`config.mk`:
```
export PLATFORM = sky130hd
export DESIGN_NAME = i2c_target_regfile
export DESIGN_NICKNAME = d
export VERILOG_FILES = /design/src/rtl/i2c_target_regfile.sv
export SDC_FILE = /design/constraint.sdc
export NUM_CORES = 1
export LEC_CHECK = 0
export BUFFER_PORTS_ARGS = -buffer_cell sky130_fd_sc_hd__buf_2
export CAP_MARGIN = 20
export CORE_ASPECT_RATIO = 0.5
export CORE_UTILIZATION = 30
export CTS_BUF_LIST = sky130_fd_sc_hd__clkbuf_8 sky130_fd_sc_hd__clkbuf_16
export CTS_CLUSTER_SIZE = 20
export DETAILED_ROUTE_END_ITERATION = 10
export GPL_TIMING_DRIVEN = 1
export HOLD_SLACK_MARGIN = 0.02
export PLACE_DENSITY = 0.42
export SYNTH_ARGS = -nofsm -noshare
export SYNTH_HDL_FRONTEND = slang
export SYNTH_SLANG_ARGS = --single-unit
```
`constraint.sdc`:
```
create_clock -name clock -period 3.2 [get_ports clock]
set_clock_uncertainty 0.1 [all_clocks]
set_input_delay 0.96 -clock clock [delete_from_list [all_inputs] [get_ports clock]]
set_output_delay 0.96 -clock clock [all_outputs]
set_load 0.01 [all_outputs]
```
`src/rtl/i2c_target_regfile.sv`:
```
// I2C target with a byte-wide register file, auto-incrementing pointer and read support,
// plus a parallel host port onto the same registers.
`timescale 1ns/1ps
module i2c_target_regfile #(
    parameter logic [6:0]   TARGET_ADDR = 7'h49,
    parameter int unsigned  NUM_REGS    = 16,
    parameter int unsigned  FILTER_LEN  = 3,
    localparam int unsigned AW          = $clog2(NUM_REGS)
) (
    input  logic          clock,
    input  logic          reset_n,
    input  logic          scl_in,
    input  logic          sda_in,
    output logic          sda_oe,
    input  logic          host_we,
    input  logic [AW-1:0] host_addr,
    input  logic [7:0]    host_wdata,
    output logic [7:0]    host_rdata,
    output logic          wr_strobe,
    output logic [AW-1:0] wr_idx,
    output logic [7:0]    wr_data,
    output logic          busy
);

    localparam int unsigned CW = 3;

    typedef enum logic [3:0] {
        S_IDLE, S_ADDR, S_ADDR_ACK, S_PTR, S_PTR_ACK,
        S_WDATA, S_WDATA_ACK, S_RDATA, S_RACK, S_IGNORE
    } state_t;

    // Index 0 carries SCL, index 1 carries SDA through the front end.
    logic [1:0]    sync1_q, sync1_d, sync2_q, sync2_d;
    logic [1:0]    filt_q, filt_d, prev_q, prev_d;
    logic [CW-1:0] fcnt_q [2];
    logic [CW-1:0] fcnt_d [2];

    state_t        state_q, state_d;
    logic [3:0]    bitcnt_q, bitcnt_d;
    logic [7:0]    shift_q, shift_d;
    logic [AW-1:0] ptr_q, ptr_d;
    logic          rw_q, rw_d;
    logic          phase_q, phase_d;
    logic          sda_oe_q, sda_oe_d;
    logic          busy_q, busy_d;
    logic          wr_strobe_q, wr_strobe_d;
    logic [AW-1:0] wr_idx_q, wr_idx_d;
    logic [7:0]    wr_data_q, wr_data_d;
    logic [7:0]    host_rdata_q, host_rdata_d;
    logic [7:0]    regs_q [NUM_REGS];
    logic [7:0]    regs_d [NUM_REGS];
    logic          i2c_we;

    logic       scl_f, sda_f, scl_rise, scl_fall, start_det, stop_det;
    logic [7:0] byte_in, rd_byte;

    // Synchroniser plus run-length glitch filter for both bus lines.
    always_comb begin
        sync1_d = {sda_in, scl_in};
        sync2_d = sync1_q;
        prev_d  = filt_q;
        filt_d  = filt_q;
        fcnt_d  = fcnt_q;
        for (int i = 0; i < 2; i++) begin
            if (sync2_q[i] == filt_q[i]) begin
                fcnt_d[i] = '0;
            end else if (fcnt_q[i] == CW'(FILTER_LEN - 1)) begin
                filt_d[i] = sync2_q[i];
                fcnt_d[i] = '0;
            end else begin
                fcnt_d[i] = fcnt_q[i] + CW'(1);
            end
        end
    end

    assign scl_f     = filt_q[0];
    assign sda_f     = filt_q[1];
    assign scl_rise  = scl_f & ~prev_q[0];
    assign scl_fall  = ~scl_f & prev_q[0];
    assign start_det = scl_f & prev_q[0] & prev_q[1] & ~sda_f;
    assign stop_det  = scl_f & prev_q[0] & ~prev_q[1] & sda_f;
    assign byte_in   = {shift_q[6:0], sda_f};
    assign rd_byte   = regs_q[ptr_q];

    // Transaction FSM; ACK states use phase_q to split "drive ACK" and "release" falls.
    always_comb begin
        state_d     = state_q;
        bitcnt_d    = bitcnt_q;
        shift_d     = shift_q;
        ptr_d       = ptr_q;
        rw_d        = rw_q;
        phase_d     = phase_q;
        sda_oe_d    = sda_oe_q;
        busy_d      = busy_q;
        wr_strobe_d = 1'b0;
        wr_idx_d    = wr_idx_q;
        wr_data_d   = wr_data_q;
        i2c_we      = 1'b0;

        if (start_det) begin
            state_d  = S_ADDR;
            bitcnt_d = '0;
            phase_d  = 1'b0;
            sda_oe_d = 1'b0;
            busy_d   = 1'b0;
        end else if (stop_det) begin
            state_d  = S_IDLE;
            sda_oe_d = 1'b0;
            busy_d   = 1'b0;
        end else begin
            case (state_q)
                S_ADDR: begin
                    if (scl_rise) begin
                        shift_d  = byte_in;
                        bitcnt_d = bitcnt_q + 4'd1;
                        if (bitcnt_q == 4'd7) begin
                            phase_d = 1'b0;
                            if (byte_in[7:1] == TARGET_ADDR) begin
                                state_d = S_ADDR_ACK;
                                rw_d    = byte_in[0];
                            end else begin
                                state_d = S_IGNORE;
                            end
                        end
                    end
                end
                S_ADDR_ACK, S_PTR_ACK, S_WDATA_ACK: begin
                    if (scl_fall) begin
                        if (!phase_q) begin
                            sda_oe_d = 1'b1;
                            phase_d  = 1'b1;
                            if (state_q == S_ADDR_ACK) begin
                                busy_d = 1'b1;
                            end
                        end else begin
                            phase_d  = 1'b0;
                            bitcnt_d = '0;
                            sda_oe_d = 1'b0;
                            if (state_q == S_ADDR_ACK && rw_q) begin
                                state_d  = S_RDATA;
                                shift_d  = rd_byte;
                                sda_oe_d = ~rd_byte[7];
                            end else if (state_q == S_ADDR_ACK) begin
                                state_d = S_PTR;
                            end else begin
                                state_d = S_WDATA;
                            end
                        end
                    end
                end
                S_PTR, S_WDATA: begin
                    if (scl_rise) begin
                        shift_d  = byte_in;
                        bitcnt_d = bitcnt_q + 4'd1;
                        if (bitcnt_q == 4'd7) begin
                            phase_d = 1'b0;
                            if (state_q == S_PTR) begin
                                state_d = S_PTR_ACK;
                                ptr_d   = byte_in[AW-1:0];
                            end else begin
                                state_d     = S_WDATA_ACK;
                                i2c_we      = 1'b1;
                                wr_strobe_d = 1'b1;
                                wr_idx_d    = ptr_q;
                                wr_data_d   = byte_in;
                                ptr_d       = ptr_q + AW'(1);
                            end
                        end
                    end
                end
                S_RDATA: begin
                    if (scl_rise) begin
                        bitcnt_d = bitcnt_q + 4'd1;
                    end else if (scl_fall) begin
                        if (bitcnt_q == 4'd8) begin
                            state_d  = S_RACK;
                            phase_d  = 1'b0;
                            sda_oe_d = 1'b0;
                        end else begin
                            shift_d  = shift_q << 1;
                            sda_oe_d = ~shift_q[6];
                        end
                    end
                end
                // The byte just sent counts as consumed, so the pointer advances on ACK and NACK alike.
                S_RACK: begin
                    if (scl_rise && !phase_q) begin
                        ptr_d = ptr_q + AW'(1);
                        if (sda_f) begin
                            state_d = S_IGNORE;
                            busy_d  = 1'b0;
                        end else begin
                            phase_d = 1'b1;
                        end
                    end else if (scl_fall && phase_q) begin
                        state_d  = S_RDATA;
                        phase_d  = 1'b0;
                        bitcnt_d = '0;
                        shift_d  = rd_byte;
                        sda_oe_d = ~rd_byte[7];
                    end
                end
                S_IGNORE: begin
                    sda_oe_d = 1'b0;
                end
                default: begin
                    state_d = S_IDLE;
                end
            endcase
        end
    end

    // Register file: the I2C commit is applied last so it wins an index collision.
    always_comb begin
        regs_d = regs_q;
        if (host_we) begin
            regs_d[host_addr] = host_wdata;
        end
        if (i2c_we) begin
            regs_d[ptr_q] = byte_in;
        end
        host_rdata_d = regs_q[host_addr];
    end

    always_ff @(posedge clock or negedge reset_n) begin
        if (!reset_n) begin
            sync1_q      <= 2'b11;
            sync2_q      <= 2'b11;
            filt_q       <= 2'b11;
            prev_q       <= 2'b11;
            fcnt_q       <= '{default: '0};
            state_q      <= S_IDLE;
            bitcnt_q     <= '0;
            shift_q      <= '0;
            ptr_q        <= '0;
            rw_q         <= 1'b0;
            phase_q      <= 1'b0;
            sda_oe_q     <= 1'b0;
            busy_q       <= 1'b0;
            wr_strobe_q  <= 1'b0;
            wr_idx_q     <= '0;
            wr_data_q    <= '0;
            host_rdata_q <= '0;
            regs_q       <= '{default: '0};
        end else begin
            sync1_q      <= sync1_d;
            sync2_q      <= sync2_d;
            filt_q       <= filt_d;
            prev_q       <= prev_d;
            fcnt_q       <= fcnt_d;
            state_q      <= state_d;
            bitcnt_q     <= bitcnt_d;
            shift_q      <= shift_d;
            ptr_q        <= ptr_d;
            rw_q         <= rw_d;
            phase_q      <= phase_d;
            sda_oe_q     <= sda_oe_d;
            busy_q       <= busy_d;
            wr_strobe_q  <= wr_strobe_d;
            wr_idx_q     <= wr_idx_d;
            wr_data_q    <= wr_data_d;
            host_rdata_q <= host_rdata_d;
            regs_q       <= regs_d;
        end
    end

    assign sda_oe     = sda_oe_q;
    assign busy       = busy_q;
    assign wr_strobe  = wr_strobe_q;
    assign wr_idx     = wr_idx_q;
    assign wr_data    = wr_data_q;
    assign host_rdata = host_rdata_q;

endmodule

```
== Word-level counts from Yosys, hierarchy flattened ==
Index checks and enable logic that the tools add are counted.
Word-level totals
  output and inout port bits: 23
  input bits: 17
  register bits after elaboration: 186
  logic and storage cells: 247
Operators by class
  equality and inequality tests: 59
  bitwise operators: 20
  $add $sub $neg: 4
  reductions and logical operators: 27
  $lt $le $gt $ge: 4
  mux-type cells: 98
Operators with widths (count)
  bitwise mux 128 bit: 2
  two-way mux 128 bit: 2
  two-way mux 4 bit: 26
  inequality test 4 bit, second input constant: 17
  binary-select mux 8 bit (select 4 bit): 2
  demux 8 bit (select 4 bit): 2
  two-way mux 7 bit: 9
  two-way mux 8 bit: 6
  two-way mux 1 bit: 35
  AND reduction 6 bit: 5
  one-hot mux 7 bit (4 select lines): 1
  inequality test 2 bit, second input constant: 12
  inequality test 3 bit, second input constant: 8
  one-hot mux 4 bit (6 select lines): 1
  AND reduction 12 bit: 2
  == test 4 x 3 -> 1 bit, second input constant: 5
  two-way mux 3 bit: 6
  == test 4 bit, second input constant: 3
  one-hot mux 4 bit (3 select lines): 1
  nonzero test 4 bit: 3
  inverter 1 bit: 11
  >= comparator 5 bit, second input constant: 2
  < comparator 5 x 1 -> 1 bit, second input constant: 2
  inequality test 5 bit, second input constant: 2
  other kinds (26): 47

== Logic depth before layout (Yosys ltp) ==
Gate-level depths: netlist of the first run.
  word-level depth: 11
  gate-level depth with buffers: 9
  gate-level depth less buffers: 8

== Worst setup path before layout of the first run ==
No wires, ideal clock.
  path kind: input port to flip-flop
  start point: input port host_addr[0]
  end point: register host_rdata_q[0], in the netlist host_rdata[0]
  buffers on the path: 2
  arrival: 2.688 ns
  library setup time: 0.138 ns
  stages on the path: 4
  slack: 0.273 ns
  path through: clkbuf_1 -> buf_1 -> mux4_2 -> mux4_2
Between the ends
  word-level cells in the longest chain between the ends: 4
Ends and longest elaborated chain
  start, declared: RTL line 16  | input logic [AW-1:0] host_addr,
  inverter 4 -> 5 bit (not written as such): RTL line 222  | host_rdata_d = regs_q[host_addr];
  binary-select mux 8 bit (select 4 bit): RTL line 222
  two-way mux 8 bit (not written as such) (2 in a row): RTL line 222
  named net host_rdata_d[0]: RTL line 49  | logic [7:0] host_rdata_q, host_rdata_d;
  end signal, assigned: RTL line 262  | host_rdata_q <= host_rdata_d;
  end, declared: RTL line 49
The timed path passes the listed nets, and every way through them passes these cells. The select of a mux whose other input is x is not followed.
A chain may end at the register's enable or synchronous reset.

== Final worst setup path of the first run ==
  start point: register state_q[2]
  end point: register state_q[3]
Between the ends
  word-level cells in the longest chain between the ends: 5
  elaborated cells on any way between the ends: 27
Ends and longest elaborated chain
  start, declared: RTL line 38  | state_t state_q, state_d;
  start signal, assigned: RTL line 251  | state_q <= state_d;
  == test 4 x 2 -> 1 bit (tied with other cells): RTL line 111, 139
  OR reduction 3 bit or OR reduction 2 bit (tied branches): RTL line 111  | case (state_q)
  one-hot mux 4 bit (6 select lines): RTL line 111
  two-way mux 4 bit: RTL line 106  | end else if (stop_det) begin
  two-way mux 4 bit: RTL line 100  | if (start_det) begin
Several ways; a longest one is shown, not always the timed one.

==> impl_metrics.tcl, run 1 <==
set metrics [dict create \
    synth-compound-area-share_pct 11.0 \
    grt_first_pass_wirelength_um 55400 \
    synth.largest_area_cell "dfrtp_1" \
    fin_setup_tns_ns 0 \
    max_cap_violations 0 \
    vias 8319 \
    relSlewSlack_pct 44.3 \
    power_w 0.00841 \
    vias_per_cell 5.31 \
    synthToLayoutAreaGrowth_pct 13.7 \
    critPathRequiredTime_ns 3.43 \
    syn_inst 1044 \
    clkPwrFrac_pct 26.3 \
    synth_edf_count 0 \
    fin_crit_ns 2.71 \
    nets 1092 \
    postCtsHoldBufs 0 \
    io_pins 40 \
    cts.sinks 186 \
    hold_viol 0 \
    combPwrFrac_pct 31.8 \
    syn_area_per_cell_sq_um 10.6 \
    max_freq_mhz 369 \
    synth_warnings 0 \
    async_flop_share_pct 100 \
    die_area_sq_um 37800 \
    synthTopCellsByArea "dfrtp_1 40%, mux4_2 14%, mux2i_1 13%" \
    violations "DRC" \
    final.setup.worst_slack_ns 0.491 \
    ctsResizeCount 0 \
    crit_fanout 16 \
    synth_top_family_by_area "multiplexers" \
    grt_start_max_net_pins 71 \
    synth_nets 1067 \
    post_cts_buffers 0 \
    fp.coreArea_sq_um 36200 \
    synth_cell_type_count 60 \
    root_buffer "clkbuf_16" \
    synthMuxAreaShare_pct 30.3 \
    synth_xor_area_share_pct 0.474 \
    seq_area_frac_synth_pct 42.0 \
    ant_nets 0 \
    clk_latency_ns 0.45 \
    fp.dieW_um 274 \
    cts_max_path_buffers 2 \
    ir_worst_vdd_mv 0.408 \
    slew_violations 0 \
    synthAdderAreaFrac_pct 0.676 \
    cts_buffers 17 \
    synthFlopType "dfrtp_1" \
    synth_seq_cells 186 \
    p_leak_nw 4.90 \
    grtUsageTotal_pct 19.7 \
    synth_top_cell_area_share_pct 40.1 \
    p_sw_w 0.00311 \
    num_rows 49 \
    diodes 0 \
    antenna_found_initial 0 \
    grt_pass1_vias 8142 \
    wl_per_cell_um 23.0 \
    hold_class "register to register" \
    p_sw_share_pct 37.0 \
    grt_overflow 0 \
    die_h_um 138 \
    wirelength_um 36000 \
    worstMarginPinSlew_ns 0.835 \
    io_buffers 39 \
    place_ws_ns 0.287 \
    arrival_ns 2.94 \
    dp_hpwl_um 25100 \
    synthTopCellsByCount "178 x dfrtp_1, 147 x mux2i_1, 131 x nand2_1, 97 x o21ai_0, 74 x nor2_1" \
    crit_path_start_kind "register" \
    pwr-share-seq_pct 41.9 \
    nFillCells 3622 \
    end_kind "register" \
    setup_viol 0 \
    drive_gt1_share_pct 22.7 \
    synth_most_common_cell "dfrtp_1" \
    yosys.area_share.simple_pct 12.0 \
    drc 2 \
    p_int_w 0.00530 \
    finalCritPeriodShare_pct 84.7 \
    h-tree-depth 4 \
    status "finished with violations" \
    p_per_area_nw_per_um2 666 \
    first_pass_iters 8 \
    cts_tree "done" \
    initial_core_util_pct 30.7 \
    gp_congestion 0.843 \
    syn_area_sq_um 11100 \
    clkTransAtPathRegs_ns 0.07 \
    drt_iter0_markers 810 \
    path_class "register to register" \
    grt_setup_unrepaired "false" \
]
## layout by cell type (no fill, tap or decap), drive strengths merged, types with 5 or more instances in the layout
cell / instances
a21oi: 59
dfstp: 8
nand4: 5
buf: 93
nand3b: 7
o21ai: 121
dfrtp: 178
a31oi: 6
nand3: 13
mux4: 70
or3: 7
nor2: 77
nor2b: 7
mux2i: 147
nand2: 131
nor3b: 6
mux2: 27
nand2b: 13
o211ai: 7
inv: 13
ha: 6
clkbuf: 21
nor3: 8
## layer usage
layer / GRT usage (%) / wire (um) / vias up
met5: 0 / 0 / -
li1: - / - / 3844
met1: 30.2 / 18100 / 4240
met3: 3.37 / 1640 / 16
met2: 29.2 / 16100 / 219
met4: 3.22 / 218 / 0
## stage by stage
stage	util, %	cells	instance area, sq um	hold slack [ns]
6_report	34.9	1566	12600	0.256
5_1_grt	34.9	1566	12600	0.264
4_1_cts	34.9	1566	12600	0.257
3_5_place_dp	33.3	1534	12000	0.247
3_3_place_gp	33.3	1534	12000	0.247
2_1_floorplan	-	1044	11100	0.245
## final cells by class
| type | count | area (sq um) | area share, % |
|---|---|---|---|
| inverter | 9 | 33.8 | 0.268 |
| multi-input combinational | 761 | 6050 | 47.9 |
| clock buffer | 20 | 467 | 3.70 |
| sequential | 186 | 4670 | 37.0 |
| timing repair buffer | 94 | 679 | 5.38 |
| tap | 484 | 606 | 4.80 |
| clock inverter | 12 | 123 | 0.971 |
## cells by family (layout without fill, tap and decap cells)
group           after synthesis  after routing
simple gates                287            287
mux                         244            244
compound gates              218            218
flops                       186            186
buf+inv                      97            135
fa+ha+maj                     6              6
xor+xnor                      6              6
## power by group through the flow
| stage | registers (W) | clock network, W | logic (W) |
|---|---|---|---|
| 3_5_place_dp | 0.00355 | 0 | 0.00266 |
| 6_report | 0.00353 | 0.00221 | 0.00267 |
| 4_1_cts | 0.00351 | 0.00227 | 0.00267 |
| 3_3_place_gp | 0.00354 | 0 | 0.00265 |
| 5_1_grt | 0.00360 | 0.00238 | 0.00290 |
| 2_1_floorplan | 0.00325 | 0 | 0.00187 |
## final timing paths
kind                            start         end  slack (ns)  cells past startpoint
hold / removal             sync1_q[0]  sync2_q[0]        0.26                      0
hold reg to reg            sync1_q[0]  sync2_q[0]        0.26                      0
max in group asynchronous     reset_n   prev_q[0]        1.77                      2
setup reg to reg           state_q[2]  state_q[3]        0.49                      6
setup / recovery           state_q[2]  state_q[3]        0.49                      6
min in group asynchronous     reset_n  regs_q[77]        0.41                      1
## critical path: stages (launching register included)
cell and delay [ns]:
dfrtp_1 0.58, or4b_1 0.77, or3_1 0.45, o221ai_2 0.10, o21ai_2 0.11, o211ai_4 0.15
mux2_4 0.33
## state kept, by name, indices dropped and copies added (netlist names)
register / flops
fcnt_q: 6
wr_idx: 4
filt_q: 2
rw_q: 1
ptr_q: 4
bitcnt_q: 4
wr_strobe: 1
prev_q: 2
phase_q: 1
shift_q: 7
sda_oe: 1
host_rdata: 8
regs_q: 128
sync2_q: 2
busy: 1
sync1_q: 2
state_q: 4
wr_data: 8
Note: power is estimated with default switching activity, not from simulation.
==> run 2: changes to the inputs <==
==> constraint.sdc (replaced) <==
create_clock -name clock -period 2.7 [get_ports clock]
set_clock_uncertainty 0.1 [all_clocks]
set_input_delay 0.81 -clock clock [delete_from_list [all_inputs] [get_ports clock]]
set_output_delay 0.81 -clock clock [all_outputs]
set_load 0.01 [all_outputs]
==> impl_metrics.tcl, run 2 (synthesized netlist as in run 1, its figures left out) <==
set metrics [dict create \
    h-tree-depth 4 \
    grt_pass1_vias 8351 \
    die_h_um 138 \
    clkTransAtPathRegs_ns 0.08 \
    cts_max_path_buffers 2 \
    path_class "register to register" \
    grt_start_max_net_pins 51 \
    fp.coreArea_sq_um 36200 \
    root_buffer "clkbuf_16" \
    power_w 0.00987 \
    postCtsHoldBufs 0 \
    grt_setup_unrepaired "false" \
    finalCritPeriodShare_pct 94.4 \
    slew_violations 0 \
    ant_nets 0 \
    hold_viol 0 \
    io_pins 40 \
    ctsResizeCount 0 \
    antenna_found_initial 1 \
    dp_hpwl_um 25700 \
    io_buffers 39 \
    hold_class "input pin to asynchronous set/reset pin" \
    wirelength_um 36100 \
    setup_viol 0 \
    drc 4 \
    multi_input_area_sq_um 6050 \
    ir_worst_vdd_mv 0.496 \
    max_cap_violations 0 \
    relSlewSlack_pct 46.9 \
    fin_crit_ns 2.55 \
    crit_path_start_kind "register" \
    num_rows 49 \
    die_area_sq_um 37800 \
    drive_gt1_share_pct 24.3 \
    regArea_sq_um 4670 \
    nFillCells 3551 \
    post_cts_buffers 0 \
    max_freq_mhz 393 \
    gp_congestion 0.856 \
    fp.dieW_um 274 \
    violations "DRC" \
    p_per_area_nw_per_um2 770 \
    synthToLayoutAreaGrowth_pct 15.4 \
    status "finished with violations" \
    cts_tree "done" \
    first_pass_iters 7 \
    clk_latency_ns 0.46 \
    grtUsageTotal_pct 19.9 \
    cts_buffers 17 \
    reg2reg_setup_slack_ns 0.15 \
    rr_endpoint "shift_q[2]" \
    fin_setup_tns_ns 0 \
    drt_iter0_markers 674 \
    mostFrequentLayoutCells "176 x dfrtp_1, 147 x mux2i_1, 131 x nand2_1" \
    final_common_cell "dfrtp_1" \
    arrival_ns 2.79 \
    vias_per_cell 5.31 \
    p_leak_nw 4.98 \
    grt_first_pass_wirelength_um 55800 \
    reg2reg_depth 6 \
    grt_overflow 0 \
    critPathRequiredTime_ns 2.94 \
    end_kind "register" \
    timing.rr.start "state_q[1]" \
    largest_register_ffs 128 \
    cts.sinks 186 \
    vias 8417 \
    largest-register "regs_q" \
    initial_core_util_pct 30.7 \
    nets 1111 \
    worstMarginPinSlew_ns 0.796 \
    wl_per_cell_um 22.8 \
    crit_fanout 12 \
]
[run 2: area by class of cell]
type / instances / share of cell area, %
multi-input combinational: 761 / 47.2
sequential: 186 / 36.4
timing repair buffer: 113 / 7.03
tap: 484 / 4.73
clock buffer: 18 / 3.43
clock inverter: 14 / 0.899
inverter: 9 / 0.264
antenna: 1 / 0.0195
[run 2: metrics by stage]
step	hold WS [ns]	utilization (%)	area [sq um]	setup WS, ns	cells
floorplan	0.245	-	11100	0.206	1044
global placement	0.247	33.9	12300	0.138	1553
detailed placement	0.247	33.9	12300	0.111	1553
CTS	0.212	35.4	12800	0.149	1585
global route	0.226	35.4	12800	0.00212	1585
finish	0.214	35.4	12800	0.152	1586
[run 2: worst max-delay path: stages (launching register included)]
cell and delay [ns]:
dfrtp_1 0.51, or2_2 0.40, nand2_1 0.21, a41o_1 0.13, a21oi_1 0.11, nor4_4 0.57
mux2_2 0.40
[run 2: report_power, final]
group          internal (W)  switching [W]  leakage (nW)
combinational       0.00145        0.00185          2.58
sequential          0.00346       0.000640          2.14
clock               0.00122        0.00125         0.270
total               0.00613        0.00374          4.98
[run 2: routing by layer]
layer | GRT usage, % | share of wire [%]
met1 | 29.7 | 50
met2 | 29.4 | 44
met4 | 5.47 | 1.6
met3 | 3.32 | 4.3
met5 | 0 | 0
[run 2: worst max path at each step]
stage,to,cells after the start,startpoint,slack (ns)
after floorplan,host_rdata[0],4,host_addr[0],0.21
after global placement,host_rdata[5],4,host_addr[1],0.14
after detailed placement,host_rdata[5],4,host_addr[1],0.11
after CTS,regs_q[113],7,filt_q[0],0.15
after global routing,shift_q[4],6,state_q[1],0.002
final,shift_q[2],6,state_q[1],0.15
